### config.mk
export PLATFORM = sky130hd
export DESIGN_NAME = ser_rx8
export DESIGN_NICKNAME = d
export VERILOG_FILES = /design/src/rtl/ser_rx8.sv
export SDC_FILE = /design/constraint.sdc
export NUM_CORES = 1
export LEC_CHECK = 0
export CELL_PAD_IN_SITES_DETAIL_PLACEMENT = 2
export CELL_PAD_IN_SITES_GLOBAL_PLACEMENT = 2
export CORE_ASPECT_RATIO = 1.25
export CORE_UTILIZATION = 37
export CTS_BUF_LIST = sky130_fd_sc_hd__clkbuf_16
export CTS_CLUSTER_SIZE = 8
export DETAILED_ROUTE_END_ITERATION = 7
export PLACE_DENSITY = 0.87
export SYNTH_ARGS = -nofsm -noshare
export SYNTH_HDL_FRONTEND = slang
export SYNTH_SLANG_ARGS = --single-unit
export TNS_END_PERCENT = 20
### constraint.sdc
create_clock -name clk -period 2.5 [get_ports clk]
set_input_delay 0.5 -clock clk [delete_from_list [all_inputs] [get_ports clk]]
set_output_delay 0.5 -clock clk [all_outputs]
set_load 0.005 [all_outputs]
### src/rtl/ser_rx8.sv
// ser_rx8 -- single-line serial byte receiver.
//
// Frame format: a start bit (0), then 8 data bits, then an optional even
// parity bit, then a stop bit (1). A line sample is taken only on clock
// edges where the bit strobe en is high. Between strobes the receiver
// holds all of its state.
//
// Received bytes are delivered on q with a vld/rdy handshake. If a new
// byte arrives while the previous one is still pending and not being
// accepted, the new byte is dropped and the sticky ovr flag is set.
//
// Build option:
//   SER_RX8_PARITY_EN  - when defined, an even parity bit follows the data
//                        bits and perr reports mismatches. When undefined,
//                        there is no parity state and perr is held at 0.
//
// Reset: rst is asynchronous and active-low.

module ser_rx8 #(
    parameter int MSB_FIRST = 1     // 1: first data bit ends in q[7]; 0: in q[0]
) (
    input  logic       clk,
    input  logic       rst,
    input  logic       si,
    input  logic       en,
    input  logic       rdy,
    input  logic       clr,
    output logic [7:0] q,
    output logic       vld,
    output logic       busy,
    output logic       ferr,
    output logic       perr,
    output logic       ovr
);

    // ------------------------------------------------------------------
    // State encoding
    // ------------------------------------------------------------------
    localparam logic [2:0] ST_IDLE  = 3'd0;
    localparam logic [2:0] ST_DATA  = 3'd1;
`ifdef SER_RX8_PARITY_EN
    localparam logic [2:0] ST_PAR   = 3'd2;
`endif
    localparam logic [2:0] ST_STOP  = 3'd3;
    localparam logic [2:0] ST_BREAK = 3'd4;

    // ------------------------------------------------------------------
    // Registers and their next-state values
    // ------------------------------------------------------------------
    logic [2:0] state_reg, state_next;
    logic [2:0] cnt_reg,   cnt_next;
    logic [7:0] sr_reg,    sr_next;
    logic [7:0] q_reg,     q_next;
    logic       vld_reg,   vld_next;
    logic       ferr_reg,  ferr_next;
    logic       ovr_reg,   ovr_next;
`ifdef SER_RX8_PARITY_EN
    logic       pmis_reg,  pmis_next;   // parity mismatch seen in this frame
    logic       perr_reg,  perr_next;
`endif

    // Shift register contents after taking the current si sample.
    logic [7:0] sr_shift;

    // Byte is complete and well framed on this edge.
    logic       deliver;

    // ------------------------------------------------------------------
    // Shift path: the direction depends on MSB_FIRST. With MSB_FIRST=1
    // bits enter at bit 0 and move up, so the first bit ends in bit 7;
    // otherwise bits enter at bit 7 and move down.
    // ------------------------------------------------------------------
    genvar gi;
    generate
        for (gi = 0; gi < 8; gi++) begin : g_shift
            if (MSB_FIRST != 0) begin : g_msb
                if (gi == 0) begin : g_in
                    assign sr_shift[gi] = si;
                end else begin : g_mv
                    assign sr_shift[gi] = sr_reg[gi-1];
                end
            end else begin : g_lsb
                if (gi == 7) begin : g_in
                    assign sr_shift[gi] = si;
                end else begin : g_mv
                    assign sr_shift[gi] = sr_reg[gi+1];
                end
            end
        end
    endgenerate

    // Next-state logic: frame FSM (strobed by en), handshake and ovr clear.
    always_comb begin
        state_next = state_reg;
        cnt_next   = cnt_reg;
        sr_next    = sr_reg;
        q_next     = q_reg;
        vld_next   = vld_reg;
        ferr_next  = 1'b0;
        ovr_next   = ovr_reg;
        deliver    = 1'b0;
`ifdef SER_RX8_PARITY_EN
        pmis_next  = pmis_reg;
        perr_next  = 1'b0;
`endif

        // Consumer takes the pending byte. A delivery below overrides this.
        if (vld_reg && rdy) begin
            vld_next = 1'b0;
        end

        // Clear of the sticky flag. An overrun below overrides this.
        if (clr) begin
            ovr_next = 1'b0;
        end

        if (en) begin
            case (state_reg)
                ST_IDLE: begin
                    if (!si) begin
                        state_next = ST_DATA;
                        cnt_next   = 3'd0;
`ifdef SER_RX8_PARITY_EN
                        pmis_next  = 1'b0;
`endif
                    end
                end

                ST_DATA: begin
                    sr_next  = sr_shift;
                    cnt_next = cnt_reg + 3'd1;
                    if (cnt_reg == 3'd7) begin
`ifdef SER_RX8_PARITY_EN
                        state_next = ST_PAR;
`else
                        state_next = ST_STOP;
`endif
                    end
                end

`ifdef SER_RX8_PARITY_EN
                ST_PAR: begin
                    // Even parity: the parity bit equals the XOR of the data.
                    pmis_next  = (si != (^sr_reg));
                    state_next = ST_STOP;
                end
`endif

                ST_STOP: begin
                    if (si) begin
`ifdef SER_RX8_PARITY_EN
                        if (pmis_reg) begin
                            perr_next = 1'b1;
                        end else begin
                            deliver = 1'b1;
                        end
`else
                        deliver = 1'b1;
`endif
                        state_next = ST_IDLE;
                    end else begin
                        ferr_next  = 1'b1;
`ifdef SER_RX8_PARITY_EN
                        perr_next  = pmis_reg;
`endif
                        state_next = ST_BREAK;
                    end
                end

                ST_BREAK: begin
                    // Wait for the line to return high before hunting for
                    // a new start bit.
                    if (si) begin
                        state_next = ST_IDLE;
                    end
                end

                default: begin
                    state_next = ST_IDLE;
                end
            endcase
        end

        // Hand the byte over, or drop it if the previous one is still
        // pending and not being accepted on this edge.
        if (deliver) begin
            if (vld_reg && !rdy) begin
                ovr_next = 1'b1;
            end else begin
                q_next   = sr_reg;
                vld_next = 1'b1;
            end
        end
    end

    // State registers with asynchronous active-low reset.
    always_ff @(posedge clk or negedge rst) begin
        if (!rst) begin
            state_reg <= ST_IDLE;
            cnt_reg   <= 3'd0;
            sr_reg    <= 8'h00;
            q_reg     <= 8'h00;
            vld_reg   <= 1'b0;
            ferr_reg  <= 1'b0;
            ovr_reg   <= 1'b0;
        end else begin
            state_reg <= state_next;
            cnt_reg   <= cnt_next;
            sr_reg    <= sr_next;
            q_reg     <= q_next;
            vld_reg   <= vld_next;
            ferr_reg  <= ferr_next;
            ovr_reg   <= ovr_next;
        end
    end

`ifdef SER_RX8_PARITY_EN
    // Parity tracking registers with asynchronous active-low reset.
    always_ff @(posedge clk or negedge rst) begin
        if (!rst) begin
            pmis_reg <= 1'b0;
            perr_reg <= 1'b0;
        end else begin
            pmis_reg <= pmis_next;
            perr_reg <= perr_next;
        end
    end

    assign perr = perr_reg;
`else
    assign perr = 1'b0;
`endif

    // ------------------------------------------------------------------
    // Outputs
    // ------------------------------------------------------------------
    assign q    = q_reg;
    assign vld  = vld_reg;
    assign busy = (state_reg != ST_IDLE);
    assign ferr = ferr_reg;
    assign ovr  = ovr_reg;

endmodule

[Word level (Yosys, flattened, before mapping)]
Cells that the tools add are included.
Word-level totals
  register bits: 25
  input bits: 6
  logic and storage cells: 45
  output and inout port bits: 13
Operators by class
  equal/unequal tests: 7
  mux-type cells: 19
  bitwise gates (word level): 1
  $add $sub $neg: 1
  reduce and logical (&&, ||, !) cells: 10
Operators by type and width (number)
  3-bit two-way mux: 5
  1-bit two-way mux: 12
  3-bit one-hot mux with 4 select lines: 1
  3-bit == test, second input constant: 2
  2-bit != test, second input constant: 3
  3-bit one-hot mux with 2 select lines: 1
  2-bit AND reduction: 2
  4-bit AND reduction: 1
  3-bit by 1-bit adder with 3-bit output, second input constant: 1
  3-bit by 1-bit == test with 1-bit output, second input constant: 1
  3-bit by 2-bit == test with 1-bit output, second input constant: 1
  3-bit zero test: 1
  3-bit AND reduction: 1
  3-bit nonzero test: 1
  1-bit logical AND: 2
  2-bit nonzero test: 1
  1-bit zero test: 1
  1-bit inverter: 1

[Longest topological paths before layout]
Gate-level depths: netlist of the first run.
  depth after elaboration: 4
  depth in mapped cells: 4
  gate-level depth less buffers: 4

[Least setup slack after synthesis of the first run]
No wires, ideal clock.
  path kind: flip-flop to output port
  start point: reg state_reg[1]
  end point: out busy
  data arrival time: 883 ps
  path buffers: 0
  data required time: 2000 ps
  cell stages (with the launch flop): 2
  path slack: 1117 ps
  cell sequence: dfrtp_1 -> or3_2
Between the ends
  word-level cells in the longest chain between the ends: 1
RTL lines
  from (decl): line 50  | logic [2:0] state_reg, state_next;
  from (signal assigned): line 207  | state_reg <= state_next;
  3-bit nonzero test: line 239  | assign busy = (state_reg != ST_IDLE);
  to (decl): line 30  | output logic busy,
Every way passes these cells.

[Worst setup path after layout of the first run]
Same ends and word-level chain as after synthesis.

==> load_flow_metrics.sql, run 1 <==
INSERT INTO impl_metrics (metric_group, metric, value, unit) VALUES
('run_status', 'outcome', 'finished clean', ''),
('drt', 'postRouteWirelength', '2370', 'um'),
('cts', 'clock_tree.htree_level_count', '1', ''),
('cts', 'clock_path_buffers', '2', ''),
('synth', 'synth-xor-area-share', '0', '%'),
('placed_design', 'dp.cells', '120', ''),
('job', 'maxCapViolCount', '0', ''),
('final_layout', 'layout.cells.most_common', 'dfrtp_1', ''),
('drt', 'drt_pre_antenna_iters', '4', ''),
('setup_path', 'timing.critical_path.slowest_cell_delay', '0.49', 'ns'),
('synth', 'ys_seq_elements', '25', ''),
('power_and_ir_drop', 'powerDensity', '1140', 'mW/mm^2'),
('placed_design', 'gp_routability_congestion', '0.697', ''),
('synth', 'synth.largest_area_cell', 'dfrtp_1', ''),
('setup_path', 'end_point_of_the_critical_path', 'busy', ''),
('placed_design', 'dp_hpwl', '1340', 'um'),
('drt', 'post_drt_via_cell_ratio', '5.13', ''),
('setup_path', 'crit_fanout', '7', ''),
('global_route', 'grt_start_max_net_pins', '26', ''),
('floorplan', 'row_count', '21', ''),
('sta', 'slew_viol_final', '0', ''),
('cts', 'clock_latency', '0.26', 'ns'),
('cts', 'post_cts_resized', '0', ''),
('setup_path', 'path_cells', 'or3_2 -> clkdlybuf4s50_1', ''),
('cts', 'cts_inserted_buffers', '3', ''),
('final_layout', 'commonest_cells_after_routing_fill_and_taps_aside', 'dfrtp_1, mux2_2, clkdlybuf4s50_1', ''),
('final_layout', 'area_growth_from_synthesis_to_layout', '27.4', '%'),
('drt', 'avgRoutedWirePerCell', '19.1', 'um'),
('global_route', 'antenna_found_initial', '0', ''),
('setup_path', 'cpMaxStageDelayCell', 'or3_2', ''),
('setup_path', 'critical-path-top-delay-family', 'simple AND/OR/NAND/NOR gates', ''),
('setup_path', 'worst_case_register_to_register_setup_slack', '1.02', 'ns'),
('final_layout', 'number_of_standard_cells_in_the_final_layout_excluding_fillers', '124', ''),
('setup_path', 'arrival', '1.65', 'ns'),
('synth', 'count_of_different_cell_masters_after_synthesis', '23', ''),
('setup_path', 'critPathLaunch', 'state_reg[1]', ''),
('final_layout', 'area.sequential', '626', 'sq um'),
('synth', 'post_synthesis_compound_gate_area_fraction', '5.49', '%'),
('final_layout', 'finish.instance_area', '0.00131', 'sq mm'),
('cts', 'clkTransAtPathRegs', '0.06', 'ns'),
('floorplan', 'total_die_area', '0.00299', 'sq mm'),
('cts', 'postCtsSetupBuffers', '0', ''),
('final_layout', 'share_of_layout_cells_above_drive_strength_1', '28.9', '%'),
('cts', 'post_cts_hold_buffer_count', '0', ''),
('synth', 'synth_seq_area_share', '61.0', '%'),
('synth', 'simple_gate_portion_of_the_synthesized_area', '9.51', '%'),
('sta', 'tmin_final', '2.15', 'ns'),
('setup_path', 'worstSetupPathDepth', '2', ''),
('sta', 'grt_setup_unrepaired', 'no', ''),
('sta', 'fin_setup_tns', '0', 'ns'),
('cts', 'cts_root_buffer', 'clkbuf_16', ''),
('sta', 'finalHoldViolCount', '0', ''),
('placed_design', 'port_buffers', '17', ''),
('synth', 'synth_adder_area_share', '2.44', '%'),
('synth', 'area_fraction_of_the_dominant_cell_type_after_synthesis', '61.0', '%'),
('setup_path', 'timing.critical_path.required', '2.00', 'ns'),
('floorplan', 'pin_count', '19', ''),
('sta', 'finalSetupViolCount', '0', ''),
('floorplan', 'fp.coreArea', '0.00265', 'sq mm'),
('sta', 'final_min_period_over_clock_period', '86.2', '%'),
('drt', 'drcViolationCount', '0', ''),
('cts', 'cts.sinks', '25', ''),
('drt', 'drt_iter0_markers', '10', ''),
('synth', 'synth_top_family_by_area', 'multiplexers', ''),
('synth', 'avgSynthCellArea', '14.7', 'sq um'),
('power_and_ir_drop', 'irDropWorstVdd', '0.502', 'mV'),
('synth', 'yosys_warnings', '0', ''),
('global_route', 'global_route.usage.total', '18.2', '%'),
('sta', 'fmaxAchievable', '0.464', 'GHz'),
('floorplan', 'initial_utilization', '38.7', '%'),
('setup_path', 'cp-start-kind', 'flop', '');
==> stage by stage <==
stage	setup WS, ns	hold slack (ns)	utilization, %	total power [uW]
finish	0.346	0.508	49.3	1490
global placement	0.501	0.488	46.3	1070
CTS	0.334	0.512	49.3	1520
floorplan	1.12	0.204	-	912
global route	0.286	0.530	49.3	1580
detailed placement	0.453	0.497	46.3	1110
==> power by group <==
part	internal (uW)	switching (uW)	total, uW	leakage [uW]
clock	216	142	358	0.0000409
sequential	559	122	680	0.000317
combinational	289	166	455	0.000225
==> cell type report <==
type                            instances  area share, %
Clock buffer                            3           5.74
Timing Repair Buffer                   18           13.6
Inverter                                2          0.574
Multi-Input combinational cell         41           28.6
Tap cell                               34           3.25
Clock inverter                          1          0.383
Sequential cell                        25           47.8
==> kinds of logic (layout without fill, tap and decap cells) <==
| kind of cell | after synthesis | in the layout |
|---|---|---|
| other | 1 | 1 |
| adders and majority gates | 2 | 2 |
| buffers and inverters | 4 | 24 |
| AOI/OAI and AO/OA | 8 | 8 |
| DFF | 25 | 25 |
| muxes | 17 | 17 |
| and+or+nand+nor | 13 | 13 |
==> per-layer routing <==
metal | part of all wire, % | up-vias | track usage, %
met1 | 41 | 336 | 21.1
met5 | 0 | - | 0
met4 | 2.4 | 0 | 10.1
met3 | 2.1 | 5 | 3.01
met2 | 54 | 11 | 32.5
li1 | - | 284 | -
==> cell usage after synthesis <==
library cell,count
o22ai_1,1
a21o_1,1
and4b_4,1
buf_6,1
nor2b_1,2
dfrtp_1,25
mux2_2,17
and4bb_2,1
nor2_1,1
nand2_1,3
a22o_1,2
o21a_1,1
ha_1,2
nand3_4,1
nand3_1,1
o21ai_0,2
o31ai_1,1
inv_1,2
buf_4,1
or2b_1,1
conb_1,1
or3_2,1
nand2b_1,1
==> worst min-delay path by stage <==
stage / startpoint / to / slack [ns] / cells past startpoint
6_report: q[2] / q[2] / 0.51 / 1
5_1_grt: q[4] / q[4] / 0.53 / 1
4_1_cts: q[0] / q[0] / 0.51 / 1
3_5_place_dp: q[1] / q[1] / 0.50 / 1
3_3_place_gp: q[6] / q[6] / 0.49 / 1
2_1_floorplan: rst / cnt_reg[0] / 0.20 / 0
Power figures use the tool's default switching activity.
==> run 2, diff against run 1 <==
--- a/config.mk
+++ b/config.mk
@@ -12,6 +12,7 @@
 export CTS_BUF_LIST = sky130_fd_sc_hd__clkbuf_16
 export CTS_CLUSTER_SIZE = 8
 export DETAILED_ROUTE_END_ITERATION = 7
+export MAX_ROUTING_LAYER = met4
 export PLACE_DENSITY = 0.87
 export SYNTH_ARGS = -nofsm -noshare
 export SYNTH_HDL_FRONTEND = slang
==> run 2 against run 1 <==
  * Non-clock buffer count is the same
  * Total power shrank 0.49%
  * Critical path depth is the same
  * Design area is the same
  * Final cell count is the same
  * Clock-buffer cell count is the same
  * Worst setup slack gained 0.0029 ns
  * Wire length shrank 1.7%
  * Core utilization is the same
  * Register-to-register slack is essentially flat
  * First-iteration DRC count shrank 20%
==> load_flow_metrics.sql, run 2 (same netlist as run 1, synthesis figures left out) <==
INSERT INTO impl_metrics (metric_group, metric, value, unit) VALUES
('floorplan', 'die_w', '49.1', 'um'),
('power_and_ir_drop', 'total_power', '1490', 'uW'),
('global_route', 'global_route.usage.total', '18.8', '%'),
('setup_path', 'reg2regPathDepth', '2', ''),
('final_layout', 'finalCoreUtilization', '49.3', '%'),
('drt', 'avgRoutedWirePerCell', '18.8', 'um'),
('floorplan', 'fp.coreArea', '0.00265', 'sq mm'),
('floorplan', 'total_die_area', '0.00299', 'sq mm'),
('drt', 'route.vias.total', '624', ''),
('placed_design', 'pre_cts_slack', '0.453', 'ns'),
('floorplan', 'row_count', '21', ''),
('power_and_ir_drop', 'irDropWorstVdd', '0.496', 'mV'),
('floorplan', 'pin_count', '19', ''),
('power_and_ir_drop', 'powerDensity', '1140', 'mW/mm^2'),
('setup_path', 'cpMaxStageDelayCell', 'or3_2', ''),
('sta', 'tmin_final', '2.15', 'ns'),
('global_route', 'grt_overflow_total', '0', ''),
('cts', 'post_cts_resized', '0', ''),
('sta', 'finalSetupViolCount', '0', ''),
('final_layout', 'finish.net_count', '99', ''),
('setup_path', 'crit_fanout', '7', ''),
('sta', 'fin_setup_tns', '0', 'ns'),
('placed_design', 'dp_hpwl', '1340', 'um'),
('sta', 'slew_viol_final', '0', ''),
('setup_path', 'timing.critical_path.required', '2.00', 'ns'),
('sta', 'grt_setup_unrepaired', 'no', ''),
('sta', 'final_hold_slack', '0.508', 'ns'),
('final_layout', 'commonest_cells_after_routing_fill_and_taps_aside', 'dfrtp_1, mux2_2, clkdlybuf4s50_1', ''),
('cts', 'cts_inserted_buffers', '3', ''),
('drt', 'maxUsedRoutingLayer', 'met4', ''),
('drt', 'postRouteWirelength', '2330', 'um'),
('sta', 'fmaxAchievable', '0.465', 'GHz'),
('final_layout', 'antenna_diodes', '0', ''),
('final_layout', 'share_of_layout_cells_above_drive_strength_1', '28.9', '%'),
('cts', 'clock_path_buffers', '2', ''),
('cts', 'postCtsSetupBuffers', '0', ''),
('cts', 'clock_tree.htree_level_count', '1', ''),
('sta', 'worst_clock_skew', '0.00373', 'ns'),
('drt', 'drt_iter0_markers', '8', ''),
('cts', 'cts_root_buffer', 'clkbuf_16', ''),
('job', 'maxCapViolCount', '0', ''),
('global_route', 'grt_start_max_net_pins', '26', ''),
('global_route', 'antenna_found_initial', '0', ''),
('setup_path', 'cp-start-kind', 'flop', ''),
('drt', 'route.met2.wl', '1270', 'um'),
('sta', 'timing.final.ws_setup', '0.349', 'ns'),
('drt', 'final_antenna_net_count', '0', ''),
('sta', 'finalHoldViolCount', '0', ''),
('floorplan', 'initial_utilization', '38.7', '%'),
('hold_path', 'worstHoldPathType', 'flop to flop', ''),
('power_and_ir_drop', 'leakagePower', '0.000583', 'uW'),
('cts', 'cts.sinks', '25', ''),
('final_layout', 'filler_cell_count', '245', ''),
('drt', 'wl_met3', '47', 'um'),
('global_route', 'via_count_of_the_first_global_routing_pass', '682', ''),
('sta', 'final_min_period_over_clock_period', '86.0', '%'),
('setup_path', 'timing.critical_path.slowest_cell_delay', '0.49', 'ns'),
('setup_path', 'end_kind', 'output pin', ''),
('placed_design', 'gp_routability_congestion', '0.705', ''),
('setup_path', 'critPathKind', 'flop to output pin', ''),
('drt', 'post_drt_via_cell_ratio', '5.03', ''),
('cts', 'clkTransAtPathRegs', '0.06', 'ns'),
('cts', 'clock_latency', '0.26', 'ns'),
('drt', 'drt_pre_antenna_iters', '4', ''),
('cts', 'post_cts_hold_buffer_count', '0', ''),
('drt', 'drcViolationCount', '0', ''),
('placed_design', 'port_buffers', '17', ''),
('cts', 'tritoncts', 'done', ''),
('setup_path', 'path_cells', 'or3_2 -> clkdlybuf4s50_1', ''),
('run_status', 'outcome', 'finished clean', ''),
('final_layout', 'layout.cells.most_common', 'dfrtp_1', ''),
('setup_path', 'arrival', '1.65', 'ns'),
('hold_path', 'hold_crit_depth', '1', ''),
('floorplan', 'dieHeight', '60.9', 'um'),
('drt', 'met1_length', '956', 'um'),
('final_layout', 'area_growth_from_synthesis_to_layout', '27.4', '%'),
('global_route', 'grt_first_pass_wirelength', '3750', 'um');
## run 2: critical path: cells and delay by family, from the launching register on
kind                   cells  cell delay (ns)
AND/OR/NAND/NOR            1             0.49
flip-flops                 1             0.45
buffers and inverters      1             0.45
## run 2: layout make-up
cell class	count	area [sq um]	area share [%]
Timing Repair Buffer	18	178	13.6
Sequential cell	25	626	47.8
Clock inverter	1	5.00	0.383
Tap cell	34	42.5	3.25
Multi-Input combinational cell	41	374	28.6
Clock buffer	3	75.1	5.74
Inverter	2	7.51	0.574
## run 2: where the power goes
part | total [uW] | switching, uW | internal (uW)
Combinational | 455 | 166 | 289
Sequential | 678 | 120 | 559
Clock | 353 | 138 | 215
Total | 1490 | 423 | 1060
## run 2: metrics by stage
stage / instances / instance area [sq um]
after detailed placement: 120 / 1230
after floorplan: 70 / 1030
final: 124 / 1310
after global placement: 120 / 1230
after global routing: 124 / 1310
after CTS: 124 / 1310
## run 2: final timing paths
kind                              start  slack, ns         end
setup / recovery           state_reg[1]       0.35        busy
hold / removal                     q[2]       0.51        q[2]
setup reg to reg           state_reg[1]       1.02   sr_reg[0]
hold reg to reg                    q[2]       0.51        q[2]
max in group asynchronous           rst       1.66   sr_reg[1]
min in group asynchronous           rst       0.60  cnt_reg[2]
## run 2: per-layer routing
layer  up-vias  global-route usage, %
met4         0                   10.1
met5         -                      -
met2        11                   32.5
li1        283                      -
met3         5                   3.01
met1       325                   21.1
==> run 3, diff against run 2 <==
==> config.mk (replaced) <==
export PLATFORM = sky130hd
export DESIGN_NAME = ser_rx8
export DESIGN_NICKNAME = d
export VERILOG_FILES = /design/src/rtl/ser_rx8.sv
export SDC_FILE = /design/constraint.sdc
export NUM_CORES = 1
export LEC_CHECK = 0
export CORE_ASPECT_RATIO = 1.25
export CORE_UTILIZATION = 40
export CTS_BUF_LIST = sky130_fd_sc_hd__clkbuf_16
export CTS_CLUSTER_SIZE = 8
export DETAILED_ROUTE_END_ITERATION = 7
export MAX_ROUTING_LAYER = met4
export PLACE_DENSITY = 0.7
export SYNTH_ARGS = -nofsm -noshare
export SYNTH_HDL_FRONTEND = slang
export SYNTH_SLANG_ARGS = --single-unit
export TNS_END_PERCENT = 20
==> run 3 against run 2 <==
  * Wire length is 34% lower
  * Maximum frequency is 1.3% higher
  * Combinational power is 8.1% lower
  * Clock skew is 0.00085 ns lower
  * Clock power is 5% lower
  * Worst hold slack better by 0.00059 ns
  * Register-to-register slack better by 0.04 ns
  * First-iteration DRC count is 38% higher
  * Global-route usage is 5.1 points lower
  * Final cell count is 0.81% lower
  * Critical endpoint unchanged
  * Highest routed layer unchanged
==> load_flow_metrics.sql, run 3 (same netlist as run 1, synthesis figures left out) <==
INSERT INTO impl_metrics (metric_group, metric, value, unit) VALUES
('run_status', 'outcome', 'finished clean', ''),
('drt', 'final_antenna_net_count', '0', ''),
('floorplan', 'pin_count', '19', ''),
('drt', 'route.vias.total', '597', ''),
('global_route', 'antenna_found_initial', '0', ''),
('power_and_ir_drop', 'total_power', '1420', 'uW'),
('floorplan', 'row_count', '20', ''),
('floorplan', 'total_die_area', '0.00277', 'sq mm'),
('global_route', 'global_route.usage.total', '13.8', '%'),
('power_and_ir_drop', 'irDropWorstVdd', '0.648', 'mV'),
('final_layout', 'finish.net_count', '99', ''),
('cts', 'clock_tree.htree_level_count', '1', ''),
('setup_path', 'cp-start-kind', 'flop', ''),
('cts', 'cts.sinks', '25', ''),
('setup_path', 'cpMaxStageDelayCell', 'or3_2', ''),
('sta', 'finalHoldViolCount', '0', ''),
('cts', 'cts_inserted_buffers', '3', ''),
('placed_design', 'port_buffers', '17', ''),
('cts', 'post_cts_resized', '0', ''),
('setup_path', 'timing.critical_path.required', '2.00', 'ns'),
('cts', 'post_cts_hold_buffer_count', '0', ''),
('floorplan', 'dieHeight', '58.6', 'um'),
('power_and_ir_drop', 'leakagePower', '0.000584', 'uW'),
('cts', 'clock_latency', '0.25', 'ns'),
('cts', 'clock_path_buffers', '2', ''),
('placed_design', 'gp_routability_congestion', '0.711', ''),
('floorplan', 'die_w', '47.3', 'um'),
('cts', 'clkTransAtPathRegs', '0.06', 'ns'),
('setup_path', 'crit_fanout', '7', ''),
('drt', 'drcViolationCount', '0', ''),
('setup_path', 'path_cells', 'or3_2 -> clkdlybuf4s50_1', ''),
('cts', 'cts_root_buffer', 'clkbuf_16', ''),
('job', 'maxCapViolCount', '0', ''),
('setup_path', 'end_kind', 'output pin', ''),
('sta', 'slew_viol_final', '0', ''),
('hold_path', 'worstHoldPathType', 'flop to flop', ''),
('floorplan', 'initial_utilization', '42.3', '%'),
('global_route', 'grt_first_pass_wirelength', '2640', 'um'),
('floorplan', 'fp.coreArea', '0.00243', 'sq mm'),
('sta', 'tmin_final', '2.12', 'ns'),
('cts', 'tritoncts', 'done', ''),
('sta', 'final_min_period_over_clock_period', '85.0', '%'),
('final_layout', 'layout.cells.most_common', 'dfrtp_1', ''),
('final_layout', 'share_of_layout_cells_above_drive_strength_1', '27.8', '%'),
('drt', 'avgRoutedWirePerCell', '12.6', 'um'),
('drt', 'drt_pre_antenna_iters', '3', ''),
('sta', 'finalSetupViolCount', '0', ''),
('global_route', 'via_count_of_the_first_global_routing_pass', '589', ''),
('global_route', 'grt_start_max_net_pins', '26', ''),
('final_layout', 'area_growth_from_synthesis_to_layout', '27.2', '%'),
('sta', 'fmaxAchievable', '0.471', 'GHz'),
('final_layout', 'antenna_diodes', '0', ''),
('global_route', 'grt_overflow_total', '0', ''),
('final_layout', 'commonest_cells_after_routing_fill_and_taps_aside', 'dfrtp_1, mux2_2, clkdlybuf4s50_1', ''),
('cts', 'postCtsSetupBuffers', '0', ''),
('setup_path', 'worst_case_register_to_register_setup_slack', '1.06', 'ns'),
('setup_path', 'timing.critical_path.slowest_cell_delay', '0.48', 'ns'),
('placed_design', 'dp_hpwl', '1110', 'um'),
('drt', 'postRouteWirelength', '1550', 'um'),
('drt', 'drt_iter0_markers', '11', ''),
('power_and_ir_drop', 'powerDensity', '1090', 'mW/mm^2'),
('setup_path', 'arrival', '1.62', 'ns'),
('setup_path', 'critPathKind', 'flop to output pin', ''),
('sta', 'grt_setup_unrepaired', 'no', ''),
('sta', 'worst_clock_skew', '0.00288', 'ns'),
('sta', 'fin_setup_tns', '0', 'ns'),
('drt', 'post_drt_via_cell_ratio', '4.85', '');
[run 3: path summary, 6_finish.rpt]
path                                    from         to  depth (start not counted)
worst max-delay path            state_reg[1]       busy                          2
worst min-delay path                    q[5]       q[5]                          1
worst max register to register  state_reg[1]  sr_reg[6]                          2
worst min register to register          q[5]       q[5]                          1
max in group asynchronous                rst       q[0]                          2
min in group asynchronous                rst        vld                          2
[run 3: area by class of cell]
cell class,count,area [sq um]
clock buffer,3,75.1
clock inverter,1,3.75
fill,207,1120
inverter,2,7.51
multi-input combinational,41,374
sequential,25,626
tap,33,41.3
timing repair buffer,18,178
[run 3: per-layer routing]
layer | track usage [%] | vias to the layer above | wire [um]
li1 | - | 288 | -
met1 | 18.6 | 299 | 780
met2 | 19.2 | 8 | 732
met3 | 2.76 | 2 | 23
met4 | 7.35 | 0 | 14
met5 | - | - | 0
[run 3: stage by stage]
stage / hold slack, ns / cell area, sq um / util, % / instances / setup slack [ns]
CTS: 0.510 / 1310 / 53.8 / 123 / 0.374
global route: 0.527 / 1310 / 53.8 / 123 / 0.341
detailed placement: 0.497 / 1230 / 50.5 / 119 / 0.474
finish: 0.508 / 1310 / 53.8 / 123 / 0.376
global placement: 0.489 / 1230 / 50.5 / 119 / 0.520
floorplan: 0.204 / 1030 / - / 70 / 1.12
[run 3: critical path: cells and delay by family (launching register included)]
family | cells | cell delay (ns)
AND/OR/NAND/NOR | 1 | 0.48
buffers and inverters | 1 | 0.45
flip-flops | 1 | 0.44
[run 3: power breakdown]
group          switching (uW)  internal, uW  total [uW]
logic                     134           284         418
registers                 102           559         661
clock network             124           213         337
total                     360          1060        1420
